### src/rtl/spi_slave_bus.sv
// SPI mode-0 slave front end. Oversamples SCK/CS_N/MOSI in the clk domain and
// turns each chip-select frame into an address byte followed by strobed data bytes.
module spi_slave_bus #(
  parameter int SYNC_STAGES = 2
) (
  input  logic       clk,
  input  logic       rst_n,
  input  logic       spi_sck,
  input  logic       spi_cs_n,
  input  logic       spi_mosi,
  output logic       spi_miso,
  output logic       spi_miso_oe,
  output logic [7:0] addr,
  output logic [7:0] data,
  output logic       first,
  output logic       strobe,
  input  logic [7:0] rd_data,
  output logic       rd_stb
);

  typedef enum logic [1:0] {
    ST_IDLE = 2'd0,
    ST_ADDR = 2'd1,
    ST_DATA = 2'd2
  } state_e;

  logic [SYNC_STAGES-1:0] sck_sync_q;
  logic [SYNC_STAGES-1:0] cs_sync_q;
  logic [SYNC_STAGES-1:0] mosi_sync_q;
  logic [SYNC_STAGES-1:0] vld_q;
  logic                   sck_d_q;

  logic sck_s, cs_n_s, mosi_s, vld_s;
  logic rise, fall;

  // vld_q fills with ones after reset so that the reset value parked in the
  // CS_N synchronizer is never mistaken for a real deassert of the pin.
  always_ff @(posedge clk or negedge rst_n) begin
    if (!rst_n) begin
      sck_sync_q  <= '0;
      cs_sync_q   <= '1;
      mosi_sync_q <= '0;
      vld_q       <= '0;
      sck_d_q     <= 1'b0;
    end else begin
      // NOTE: non-blocking assignments let every flop sample the pre-edge value,
      // which is what makes this a shift chain rather than a single wire.
      sck_sync_q  <= {sck_sync_q[SYNC_STAGES-2:0], spi_sck};
      cs_sync_q   <= {cs_sync_q[SYNC_STAGES-2:0], spi_cs_n};
      mosi_sync_q <= {mosi_sync_q[SYNC_STAGES-2:0], spi_mosi};
      vld_q       <= {vld_q[SYNC_STAGES-2:0], 1'b1};
      sck_d_q     <= sck_sync_q[SYNC_STAGES-1];
    end
  end

  assign sck_s  = sck_sync_q[SYNC_STAGES-1];
  assign cs_n_s = cs_sync_q[SYNC_STAGES-1];
  assign mosi_s = mosi_sync_q[SYNC_STAGES-1];
  assign vld_s  = vld_q[SYNC_STAGES-1];
  assign rise   = sck_s & ~sck_d_q;
  assign fall   = ~sck_s & sck_d_q;

  state_e      state_q, state_d;
  logic [2:0]  cnt_q, cnt_d;
  logic [7:0]  shift_q, shift_d;
  logic [7:0]  miso_sr_q, miso_sr_d;
  logic [7:0]  addr_q, addr_d;
  logic [7:0]  data_q, data_d;
  logic        first_q, first_d;
  logic        first_pending_q, first_pending_d;
  logic        strobe_q, strobe_d;
  logic        rd_stb_q, rd_stb_d;
  logic        armed_q, armed_d;
  logic [7:0]  byte_next;

  assign byte_next = {shift_q[6:0], mosi_s};

  always_comb begin
    // NOTE: every next-state signal gets a default before any branch, so no
    // path through this block can leave a value unassigned and infer a latch.
    state_d         = state_q;
    cnt_d           = cnt_q;
    shift_d         = shift_q;
    miso_sr_d       = miso_sr_q;
    addr_d          = addr_q;
    data_d          = data_q;
    first_d         = first_q;
    first_pending_d = first_pending_q;
    strobe_d        = 1'b0;
    rd_stb_d        = 1'b0;
    armed_d         = armed_q;

    if (cs_n_s) begin
      // Deassert beats any edge seen in the same cycle; a partial byte is dropped.
      state_d         = ST_IDLE;
      cnt_d           = 3'd0;
      shift_d         = 8'h00;
      miso_sr_d       = 8'h00;
      first_pending_d = 1'b0;
      armed_d         = armed_q | vld_s;
    end else begin
      unique case (state_q)
        ST_IDLE: begin
          if (armed_q) begin
            state_d = ST_ADDR;
          end
        end

        ST_ADDR: begin
          if (rise) begin
            shift_d = byte_next;
            cnt_d   = cnt_q + 3'd1;
            if (cnt_q == 3'd7) begin
              addr_d          = byte_next;
              first_pending_d = 1'b1;
              miso_sr_d       = rd_data;
              rd_stb_d        = 1'b1;
              state_d         = ST_DATA;
            end
          end
        end

        ST_DATA: begin
          if (rise) begin
            shift_d = byte_next;
            cnt_d   = cnt_q + 3'd1;
            if (cnt_q == 3'd7) begin
              data_d          = byte_next;
              strobe_d        = 1'b1;
              first_d         = first_pending_q;
              first_pending_d = 1'b0;
              miso_sr_d       = rd_data;
              rd_stb_d        = 1'b1;
            end
          end else if (fall && cnt_q != 3'd0) begin
            // The fall that closes a byte must not shift: the freshly loaded
            // bit 7 has to survive until the master's next rise.
            miso_sr_d = {miso_sr_q[6:0], 1'b0};
          end
        end

        default: begin
          state_d = ST_IDLE;
        end
      endcase
    end
  end

  always_ff @(posedge clk or negedge rst_n) begin
    if (!rst_n) begin
      state_q         <= ST_IDLE;
      cnt_q           <= 3'd0;
      shift_q         <= 8'h00;
      miso_sr_q       <= 8'h00;
      addr_q          <= 8'h00;
      data_q          <= 8'h00;
      first_q         <= 1'b0;
      first_pending_q <= 1'b0;
      strobe_q        <= 1'b0;
      rd_stb_q        <= 1'b0;
      armed_q         <= 1'b0;
    end else begin
      state_q         <= state_d;
      cnt_q           <= cnt_d;
      shift_q         <= shift_d;
      miso_sr_q       <= miso_sr_d;
      addr_q          <= addr_d;
      data_q          <= data_d;
      first_q         <= first_d;
      first_pending_q <= first_pending_d;
      strobe_q        <= strobe_d;
      rd_stb_q        <= rd_stb_d;
      armed_q         <= armed_d;
    end
  end

  assign spi_miso    = miso_sr_q[7];
  assign spi_miso_oe = ~cs_n_s;
  assign addr        = addr_q;
  assign data        = data_q;
  assign first       = first_q;
  assign strobe      = strobe_q;
  assign rd_stb      = rd_stb_q;

endmodule
### config.mk
export PLATFORM = sky130hd
export DESIGN_NAME = spi_slave_bus
export DESIGN_NICKNAME = d
export VERILOG_FILES = /design/src/rtl/spi_slave_bus.sv
export SDC_FILE = /design/constraint.sdc
export NUM_CORES = 1
export LEC_CHECK = 0
export ABC_CLOCK_PERIOD_IN_PS = 2550
export CORE_MARGIN = 2
export CORE_UTILIZATION = 30
export CTS_BUF_LIST = sky130_fd_sc_hd__clkbuf_8
export DETAILED_ROUTE_END_ITERATION = 8
export SLEW_MARGIN = 15
export SYNTH_ARGS = -nofsm -noshare
export SYNTH_HDL_FRONTEND = slang
export SYNTH_SLANG_ARGS = --single-unit
export TNS_END_PERCENT = 50
### constraint.sdc
create_clock -name clk -period 2.55 [get_ports clk]
set_input_delay 0.51 -clock clk [delete_from_list [all_inputs] [get_ports clk]]
set_output_delay 0.51 -clock clk [all_outputs]
set_load 0.02 [all_outputs]
Yosys cells after proc, flatten, opt, wreduce, memory -nomap -nowiden
Cells that the tools add are included.

Bits in registers: 50. Bits in latches: 0. Bits in writable memories: 0. Bits in read-only memories: 0. Input port bits: 13. Output and inout bits: 21. Word-level logic and storage cells: 75. Memories: 0.

Add/sub/neg operators: 1. Multipliers: 0. Divide/modulo/power cells: 0. Order comparisons: 0. Eq/ne operators: 10. Shift-type cells: 0. Multiplexer cells: 29. Bitwise logic cells: 6. Reductions and logical operators: 13.

Operators with widths (count): $mux W8 (5); $mux W7 (3); $pmux W8 S2 (1); $ne A3 B3 Y1 const B (5); $reduce_and A4 Y1 (3); $mux W1 (11); $mux W3 (3); $mux W2 (4); $pmux W2 S3 (1); $reduce_bool A3 Y1 (2); $reduce_and A5 Y1 (1); $ne A4 B4 Y1 const B (1); $reduce_bool A2 Y1 (2); $add A3 B1 Y3 const B (1); $eq A3 B3 Y1 const B (1); $not A1 Y1 (3); $reduce_and A3 Y1 (1); $and A1 B1 Y1 (2); $eq A2 B1 Y1 const B (1); $eq A2 B2 Y1 const B (1); $logic_not A2 Y1 (1); $ne A2 B2 Y1 const B (1); $pmux W1 S2 (1); $reduce_and A2 Y1 (1); 3 further kinds (3).

Logic depth before layout (Yosys ltp)
Gate-level depths: netlist (run 1).

Depth in word-level cells: 7. Depth in mapped cells: 7. Gate-level depth less buffers: 6.

Worst setup path before layout (run 1)
Ideal clock, no wire load.

Kind: register -> register. From: register cnt_q[0]. To: register data_q[0], in the netlist data[0]. Setup time: 125 ps. Arrival: 1520 ps. Required time: 2425 ps. Slack: 905 ps. Stages on the path, launching flop included: 7. Path buffers: 1. Clock period less this slack: 1645 ps. Path through: dfrtp_1 > ha_1 > ha_1 > nor2b_4 > and3_4 > buf_12 > mux2_4.

Longest elaborated chain between the ends: 2.

RTL lines: start, declared (RTL line 64) `logic [2:0] cnt_q, cnt_d;`; start signal, assigned (RTL line 164) `cnt_q <= cnt_d;`; $eq A3 B3 Y1 (RTL line 127) `if (cnt_q == 3'd7) begin`; $reduce_and A4 Y1 (no source line); end signal, assigned (RTL line 168) `data_q <= data_d;`; end, declared (RTL line 68) `logic [7:0] data_q, data_d;`.

No other way between the ends. A chain may end at the register's enable or synchronous reset.

Worst setup path after layout (run 1)
From: register cs_sync_q[1]. To: output spi_miso_oe.

Longest elaborated chain between the ends: 1.

RTL lines: start, declared (RTL line 28) `logic [SYNC_STAGES-1:0] cs_sync_q;`; start signal, assigned (RTL line 49) `cs_sync_q <= {cs_sync_q[SYNC_STAGES-2:0], spi_cs_n};`; $not A1 Y1 (no source line); end, declared (RTL line 12) `output logic spi_miso_oe,`.

No other way between the ends.

==> results of run 1 <==
-- per-stage QoR --
stage | area (um2) | setup WS (ns) | util | cells
final | 2800 | 0.610 | 0.384 | 320
after global routing | 2800 | 0.542 | 0.384 | 320
after CTS | 2800 | 0.579 | 0.384 | 320
after detailed placement | 2690 | 0.833 | 0.369 | 312
after global placement | 2690 | 0.862 | 0.369 | 312
after floorplan | 2280 | 0.905 | - | 185
-- where the power goes --
part,total (mW),switching [mW],internal [mW]
logic,0.131,0.0759,0.0553
clock network,0.528,0.254,0.274
registers,0.821,0.0124,0.809
total,1.48,0.343,1.14
-- state kept, by name (all words and copies together) (netlist names) --
| name | count |
|---|---|
| cs_sync_q | 2 |
| first | 1 |
| vld_q | 2 |
| cnt_q | 3 |
| rd_stb | 1 |
| addr | 8 |
| sck_d_q | 1 |
| shift_q | 7 |
| strobe | 1 |
| data | 8 |
| state_q | 2 |
| armed_q | 1 |
| mosi_sync_q | 2 |
| first_pending_q | 1 |
| miso_sr_q | 8 |
| sck_sync_q | 2 |
-- cell usage after synthesis --
cell        n  share of area
a21o_1      2         0.0066
a21oi_1    10          0.022
a21oi_2     1         0.0038
a22o_1      1         0.0038
a2bb2oi_1   1         0.0038
a31oi_4     1         0.0093
and2_1      1         0.0027
and3_1      1         0.0027
and3_4      1         0.0049
buf_12      1         0.0088
buf_2       2         0.0044
buf_4       1         0.0033
buf_6       2         0.0099
clkbuf_1    1         0.0016
conb_1      1         0.0016
dfrtp_1    48           0.53
dfstp_2     2          0.023
ha_1        8          0.044
inv_1       6         0.0099
mux2_2      8          0.040
mux2_4      9          0.059
mux2i_1     7          0.031
nand2_1    23          0.038
nand2_2     1         0.0027
nand2b_1    3         0.0082
nand3_1     2         0.0044
nand3_2     2         0.0088
nor2_1      2         0.0033
nor2b_1     2         0.0055
nor2b_4     2          0.012
o211ai_2    1         0.0055
o21a_1      1         0.0033
o21ai_0    20          0.044
o21ba_2     1         0.0044
o2bb2ai_1   7          0.027
or2_1       1         0.0027
or2b_1      1         0.0033
xnor2_1     1         0.0038
-- metal layers --
layer,vias to the layer above,GRT usage
li1,709,-
met1,681,0.146
met2,29,0.156
met3,6,0.0432
met4,0,0.0379
met5,-,0
-- worst max-delay path, delay by kind of cell (launching register included) --
family / cells / cell delay [ns]
flip-flops: 1 / 0.53
buffers and inverters: 2 / 0.60
-- logic make-up after synthesis --
group / Yosys count / share of synthesized area
flip-flops: 50 / 0.550
AO/OA/AOI/OAI: 46 / 0.133
AND/OR/NAND/NOR: 42 / 0.0994
multiplexers: 24 / 0.130
buffers and inverters: 13 / 0.0379
adder cells (fa/ha/maj): 8 / 0.0439
other: 1 / 0.00165
XOR/XNOR: 1 / 0.00384
-- worst paths after layout --
kind,end,slack [ns],cells after the start
worst max-delay path,spi_miso_oe,0.61,2
worst min register to register,sck_sync_q[1],0.35,0
max in group asynchronous,shift_q[0],1.83,2
worst max register to register,data[4],0.83,4
min in group clk,sck_sync_q[1],0.35,0
worst min-delay path,addr[3],0.19,1
-- layout make-up --
type	instances	share of cell area
Timing Repair Buffer	35	0.126
Multi-Input combinational cell	122	0.335
Clock buffer	8	0.0393
Tap cell	99	0.0442
Inverter	6	0.00804
Sequential cell	50	0.448
==> impl_metrics.env, run 1 <==
export IMPL_finalHoldViolCount=0
export IMPL_drv_cap=0
export IMPL_synth_area_um2=2280
export IMPL_final_cell_mix="dfrtp_1 (48), clkdlybuf4s50_1 (32), nand2_1 (23), o21ai_0 (20), a21oi_1 (10)"
export IMPL_ios=34
export IMPL_ant_nets=0
export IMPL_dr_wl_met2_mm=1.83
export IMPL_core_um2=7290
export IMPL_cts_tree="yes"
export IMPL_tightest_slew_ns=0.567
export IMPL_cts_buffers=5
export IMPL_wirelength_mm=4.13
export IMPL_critPathRequiredTime_ns=2.04
export IMPL_ys_seq_elements=50
export IMPL_seqCellArea_um2=1250
export IMPL_syn_avg_cell_area_um2=12.3
export IMPL_total_power_mw=1.48
export IMPL_grt_pass1_wl_mm=7.05
export IMPL_r2r_start="state_q[0]"
export IMPL_post_route_min_period_ns=1.94
export IMPL_drc=0
export IMPL_drtIter0Drc=47
export IMPL_cts_hold_buf=0
export IMPL_die_area_um2=8310
export IMPL_htree_levels=2
export IMPL_place_gp_congestion=0.751
export IMPL_initial_utilization=0.312
export IMPL_insertion_delay_ns=0.31
export IMPL_hold_path_class="in2async"
export IMPL_gr_total_overflow=0
export IMPL_vdd_ir_drop_max_v=0.000275
export IMPL_relSlewSlack=0.622
export IMPL_slowest_delay_ns=0.54
export IMPL_cp_slowest_cell="clkdlybuf4s50_1"
export IMPL_wl_per_cell_um=12.9
export IMPL_drive_gt1_frac=0.181
export IMPL_multi_input_area_um2=938
export IMPL_dp_hpwl_mm=2.83
export IMPL_fill_cells=748
export IMPL_nNetsFinal=241
export IMPL_cts_setup_buffers=0
export IMPL_route_met3_wl_um=243
export IMPL_met1Wirelength_mm=2.00
export IMPL_rows=31
export IMPL_criticalPathCategory="reg2out"
export IMPL_crit_path_end_kind="primary output"
export IMPL_port_buffers=33
export IMPL_diodes=0
export IMPL_first_global_vias=1397
export IMPL_maxSlewViolCount=0
export IMPL_worst_ep_arrival_time_ns=1.43
export IMPL_holdWs_ns=0.188
export IMPL_finalSetupViolCount=0
export IMPL_path_max_fanout=3
export IMPL_die_h_um=91.2
export IMPL_num_vias=1425
export IMPL_cts_resized=0
export IMPL_cts_sinks=50
export IMPL_finalSetupTns_ns=0
export IMPL_status="completed"
export IMPL_worstPathCellList="inv_1 -> clkdlybuf4s50_1"
export IMPL_skew_ns=0.00821
export IMPL_period_share=0.761
export IMPL_cts_root_buffer="clkbuf_8"
export IMPL_seq_area_frac_synth=0.550
export IMPL_final_common_cell="dfrtp_1"
export IMPL_rsz0062_at_grt="false"
export IMPL_clk_path_buf_depth=2
export IMPL_grt_max_degree=29
export IMPL_power_density_nw_per_um2=529
export IMPL_cp_startpoint="cs_sync_q[1]"
export IMPL_top_layer_used="met4"
export IMPL_synth_cells=185
export IMPL_grt_usage=0.108
export IMPL_p_leak_nw=1.19
export IMPL_synth_fp_nets=206
export IMPL_ys_types=38
export IMPL_antenna_found_initial=0
export IMPL_clkTransAtPathRegs_ns=0.09
export IMPL_fmax_ghz=0.515
export IMPL_die_x_um=91.2
export IMPL_syn_to_final_growth_pct=23.0
export IMPL_cp_start_kind="flip-flop"
export IMPL_drt_vias_per_instance=4.45
export IMPL_firstDrtPassIters=4
export IMPL_yosysWarnings=0
No activity file was read; power rests on OpenSTA's default activity.
==> inputs of run 2 (changes only) <==
ABC_CLOCK_PERIOD_IN_PS = 2000   (was 2550)
clock period = 2 ns   (was 2.55 ns; I/O delays follow)
==> impl_metrics.env, run 2 (synthesized netlist as in run 1, its figures left out) <==
export IMPL_fill_cells=746
export IMPL_die_area_um2=8310
export IMPL_power_frac_seq=0.548
export IMPL_firstDrtPassIters=4
export IMPL_combPwrFrac=0.090
export IMPL_r2r_start="cnt_q[0]"
export IMPL_layout_setup_ws_ns=0.160
export IMPL_drc=0
export IMPL_clkTransAtPathRegs_ns=0.09
export IMPL_utilization=0.389
export IMPL_cts_root_buffer="clkbuf_8"
export IMPL_worst_ep_arrival_time_ns=1.44
export IMPL_drt_vias_per_instance=4.53
export IMPL_power_density_nw_per_um2=675
export IMPL_port_buffers=33
export IMPL_die_x_um=91.2
export IMPL_finalHoldViolCount=0
export IMPL_maxSlewViolCount=0
export IMPL_cp_slowest_cell="clkdlybuf4s50_1"
export IMPL_seqCellArea_um2=1250
export IMPL_rsz0062_at_grt="false"
export IMPL_worstPathCellList="inv_1 -> clkdlybuf4s50_1"
export IMPL_p_leak_nw=1.21
export IMPL_design_area_um2=2830
export IMPL_period_share=0.920
export IMPL_multi_input_area_um2=938
export IMPL_grt_usage=0.112
export IMPL_drv_cap=0
export IMPL_criticalPathCategory="reg2out"
export IMPL_slowest_delay_ns=0.55
export IMPL_critPathRequiredTime_ns=1.60
export IMPL_first_global_vias=1499
export IMPL_wirelength_mm=4.17
export IMPL_fmax_ghz=0.544
export IMPL_finalSetupTns_ns=0
export IMPL_swShare=0.229
export IMPL_cp_startpoint="cs_sync_q[1]"
export IMPL_final_common_cell="dfrtp_1"
export IMPL_gr_total_overflow=0
export IMPL_diodes=0
export IMPL_path_max_fanout=3
export IMPL_finalSetupViolCount=0
export IMPL_nNetsFinal=245
export IMPL_final_cell_mix="dfrtp_1 (48), clkdlybuf4s50_1 (32), nand2_1 (23), o21ai_0 (20), a21oi_1 (10)"
export IMPL_drive_gt1_frac=0.187
export IMPL_rows=31
export IMPL_dp_hpwl_mm=2.95
export IMPL_place_gp_congestion=0.735
export IMPL_htree_levels=2
export IMPL_p_clk_frac=0.363
export IMPL_total_power_mw=1.91
export IMPL_insertion_delay_ns=0.30
export IMPL_clk_path_buf_depth=2
export IMPL_grt_max_degree=27
export IMPL_hold_path_startpoint="mosi_sync_q[0]"
export IMPL_cts_sinks=50
export IMPL_post_route_min_period_ns=1.84
export IMPL_status="completed"
export IMPL_hold_path_class="reg2reg"
export IMPL_p_int_mw=1.47
export IMPL_vdd_ir_drop_max_v=0.000346
export IMPL_crit_path_end_kind="primary output"
export IMPL_core_um2=7290
export IMPL_wl_per_cell_um=12.9
export IMPL_place_area_um2=2710
export IMPL_initial_utilization=0.312
export IMPL_cts_tree="yes"
export IMPL_num_vias=1467
export IMPL_post_place_ws_ns=0.271
export IMPL_drtIter0Drc=38
export IMPL_cts_buffers=5
export IMPL_cp_start_kind="flip-flop"
export IMPL_net_switching_power_mw=0.438
export IMPL_ant_nets=0
export IMPL_antenna_found_initial=0
export IMPL_ios=34
export IMPL_syn_to_final_growth_pct=24.4
export IMPL_skew_ns=0.00987
export IMPL_grt_pass1_wl_mm=7.49
export IMPL_die_h_um=91.2
-- run 2: cell types whose count changed in the layout (fill, tap and decap cells not counted) --
| cell | previous run | this run |
|---|---|---|
| dlygate4sd3_1 | 0 | 1 |
| bufinv_16 | 0 | 1 |
| inv_1 | 6 | 7 |
| buf_4 | 1 | 4 |
| clkbuf_8 | 8 | 5 |
| clkinvlp_4 | 0 | 1 |
-- run 2: final cells by class --
class / instances / share of cell area
Sequential cell: 50 / 0.442
Multi-Input combinational cell: 122 / 0.331
Timing Repair Buffer: 39 / 0.136
Tap cell: 99 / 0.0437
Clock buffer: 5 / 0.0243
Clock inverter: 3 / 0.0146
Inverter: 6 / 0.00795
-- run 2: critical path: cells and delay by family (launching register included) --
family	cells	cell delay, ns
buffers and inverters	2	0.61
flip-flops	1	0.54
-- run 2: final timing paths --
kind / endpoint / slack [ns] / cells after the start
worst max-delay path: spi_miso_oe / 0.16 / 2
worst min-delay path: mosi_sync_q[1] / 0.35 / 0
worst max register to register: data[5] / 0.26 / 5
worst min register to register: mosi_sync_q[1] / 0.35 / 0
max in group asynchronous: cs_sync_q[1] / 0.96 / 3
min in group asynchronous: shift_q[2] / 0.48 / 2
-- run 2: power by group through the flow --
| stage | clock, mW | combinational, mW | sequential, mW |
|---|---|---|---|
| floorplan | 0 | 0.100 | 1.06 |
| global placement | 0 | 0.171 | 1.07 |
| detailed placement | 0 | 0.173 | 1.07 |
| CTS | 0.717 | 0.176 | 1.05 |
| global route | 0.764 | 0.193 | 1.05 |
| finish | 0.693 | 0.171 | 1.05 |
-- run 2: repair_timing --
item / 4_1_cts / 5_1_grt
hold buffers: 1 / 0
gates resized for setup: 0 / 0
hold endpoints to repair: 8 / 0
setup buffers: 0 / 0
-- run 2: per-layer routing --
metal	GRT usage	part of all wire	up-vias
met5	0	0	-
met4	0.0379	0.014	0
met3	0.0324	0.050	7
met2	0.164	0.44	29
met1	0.159	0.50	720
li1	-	-	711
-- run 2: metrics by stage --
step | std cells | hold WS (ns)
after floorplan | 185 | 0.104
after global placement | 315 | 0.281
after detailed placement | 315 | 0.279
after CTS | 324 | 0.357
after global routing | 324 | 0.364
final | 324 | 0.354
==> inputs of run 3 (changes only) <==
RECOVER_POWER = 25   (was unset)
==> impl_metrics.env, run 3 (synthesized netlist as in run 1, its figures left out) <==
export IMPL_hold_path_class="reg2reg"
export IMPL_dp_hpwl_mm=2.95
export IMPL_finalSetupViolCount=0
export IMPL_finalHoldViolCount=0
export IMPL_rows=31
export IMPL_grt_max_degree=27
export IMPL_cts_root_buffer="clkbuf_8"
export IMPL_slowest_delay_ns=0.55
export IMPL_critPathTopFamily="buffers and inverters"
export IMPL_drc=0
export IMPL_cp_buffers_inverters=2
export IMPL_rsz0062_at_grt="false"
export IMPL_final_cell_mix="dfrtp_1 (48), clkdlybuf4s50_1 (29), nand2_1 (23), o21ai_0 (20), a21oi_1 (10)"
export IMPL_cts_setup_buffers=0
export IMPL_criticalPathCategory="reg2out"
export IMPL_grt_pass1_wl_mm=7.49
export IMPL_power_density_nw_per_um2=678
export IMPL_cp_start_kind="flip-flop"
export IMPL_drive_gt1_frac=0.182
export IMPL_skew_ns=0.0109
export IMPL_clkTransAtPathRegs_ns=0.09
export IMPL_p_leak_nw=1.20
export IMPL_combPwrFrac=0.087
export IMPL_core_um2=7290
export IMPL_die_h_um=91.2
export IMPL_die_area_um2=8310
export IMPL_clk_path_buf_depth=2
export IMPL_drt_vias_per_instance=4.54
export IMPL_num_vias=1470
export IMPL_place_gp_congestion=0.735
export IMPL_drtIter0Drc=48
export IMPL_initial_utilization=0.312
export IMPL_cts_buffers=5
export IMPL_port_buffers=33
export IMPL_ios=34
export IMPL_p_clk_frac=0.365
export IMPL_cts_sinks=50
export IMPL_fmax_ghz=0.543
export IMPL_status="completed"
export IMPL_fin_cells=324
export IMPL_period_share=0.920
export IMPL_final_common_cell="dfrtp_1"
export IMPL_crit_path_end_kind="primary output"
export IMPL_dp_cells=315
export IMPL_antenna_found_initial=0
export IMPL_net_switching_power_mw=0.441
export IMPL_power_frac_seq=0.548
export IMPL_post_place_ws_ns=0.271
export IMPL_worstPathCellList="inv_1 -> clkdlybuf4s50_1"
export IMPL_wirelength_mm=4.20
export IMPL_grt_usage=0.112
export IMPL_path_max_fanout=3
export IMPL_finalSetupTns_ns=0
export IMPL_wl_per_cell_um=13.0
export IMPL_diodes=0
export IMPL_worst_ep_arrival_time_ns=1.44
export IMPL_swShare=0.231
export IMPL_syn_to_final_growth_pct=23.7
export IMPL_htree_levels=2
export IMPL_maxSlewViolCount=0
export IMPL_layout_setup_ws_ns=0.160
export IMPL_first_global_vias=1499
export IMPL_cp_slowest_cell="clkdlybuf4s50_1"
export IMPL_tightest_slew_ns=0.621
export IMPL_cts_tree="yes"
export IMPL_drv_cap=0
export IMPL_vdd_ir_drop_max_v=0.000344
export IMPL_p_int_mw=1.47
export IMPL_firstDrtPassIters=4
export IMPL_die_x_um=91.2
export IMPL_relSlewSlack=0.586
export IMPL_ant_nets=0
export IMPL_utilization=0.386
export IMPL_gr_total_overflow=0
export IMPL_insertion_delay_ns=0.30
export IMPL_nNetsFinal=245
export IMPL_critPathRequiredTime_ns=1.60
export IMPL_post_route_min_period_ns=1.84
-- run 3: timing repair --
item,4_1_cts,5_1_grt
endpoints found under the setup margin,0,0
endpoints found under the hold margin,8,0
gates resized for setup,0,0
hold buffers,1,0
-- run 3: worst register-to-register path: stages, from the launching register on --
cell and delay (ns):
dfrtp_1 0.40, ha_1 0.21, ha_1 0.19, nor2b_4 0.17, and3_4 0.33, mux2_4 0.32
-- run 3: path summary, 6_finish.rpt --
check / from / slack [ns] / cells after the start / endpoint
worst max-delay path: cs_sync_q[1] / 0.16 / 2 / spi_miso_oe
worst min-delay path: mosi_sync_q[0] / 0.35 / 0 / mosi_sync_q[1]
worst max register to register: cnt_q[0] / 0.26 / 5 / data[5]
worst min register to register: mosi_sync_q[0] / 0.35 / 0 / mosi_sync_q[1]
max in group asynchronous: rst_n / 0.44 / 3 / cnt_q[2]
min in group asynchronous: rst_n / 0.57 / 2 / shift_q[2]
-- run 3: routing by layer --
metal / up-vias / routed length, um / track usage
met4: 0 / 43 / 0.0379
met1: 725 / 2090 / 0.159
li1: 713 / - / -
met5: - / 0 / 0
met3: 4 / 202 / 0.0324
met2: 28 / 1860 / 0.164
-- run 3: power groups by stage --
stage          Sequential [mW]  Clock, mW  Combinational, mW
4_1_cts                   1.05      0.717              0.176
5_1_grt                   1.05      0.764              0.188
3_3_place_gp              1.07          0              0.171
3_5_place_dp              1.07          0              0.173
2_1_floorplan             1.06          0              0.100
6_report                  1.05      0.697              0.166
-- run 3: through the flow --
stage / power, mW / hold slack [ns] / cell area (um2)
6_report: 1.91 / 0.354 / 2820
5_1_grt: 2.00 / 0.364 / 2820
4_1_cts: 1.94 / 0.357 / 2830
3_5_place_dp: 1.24 / 0.279 / 2710
3_3_place_gp: 1.24 / 0.281 / 2710
2_1_floorplan: 1.16 / 0.104 / 2280
-- run 3: layout make-up --
class                      count  area, um2
clock buffer                   5       68.8
clock inverter                 3       41.3
fill                         747       4470
inverter                       6       22.5
multi-input combinational    122        938
sequential                    50       1250
tap                           99        124
timing repair buffer          39        369
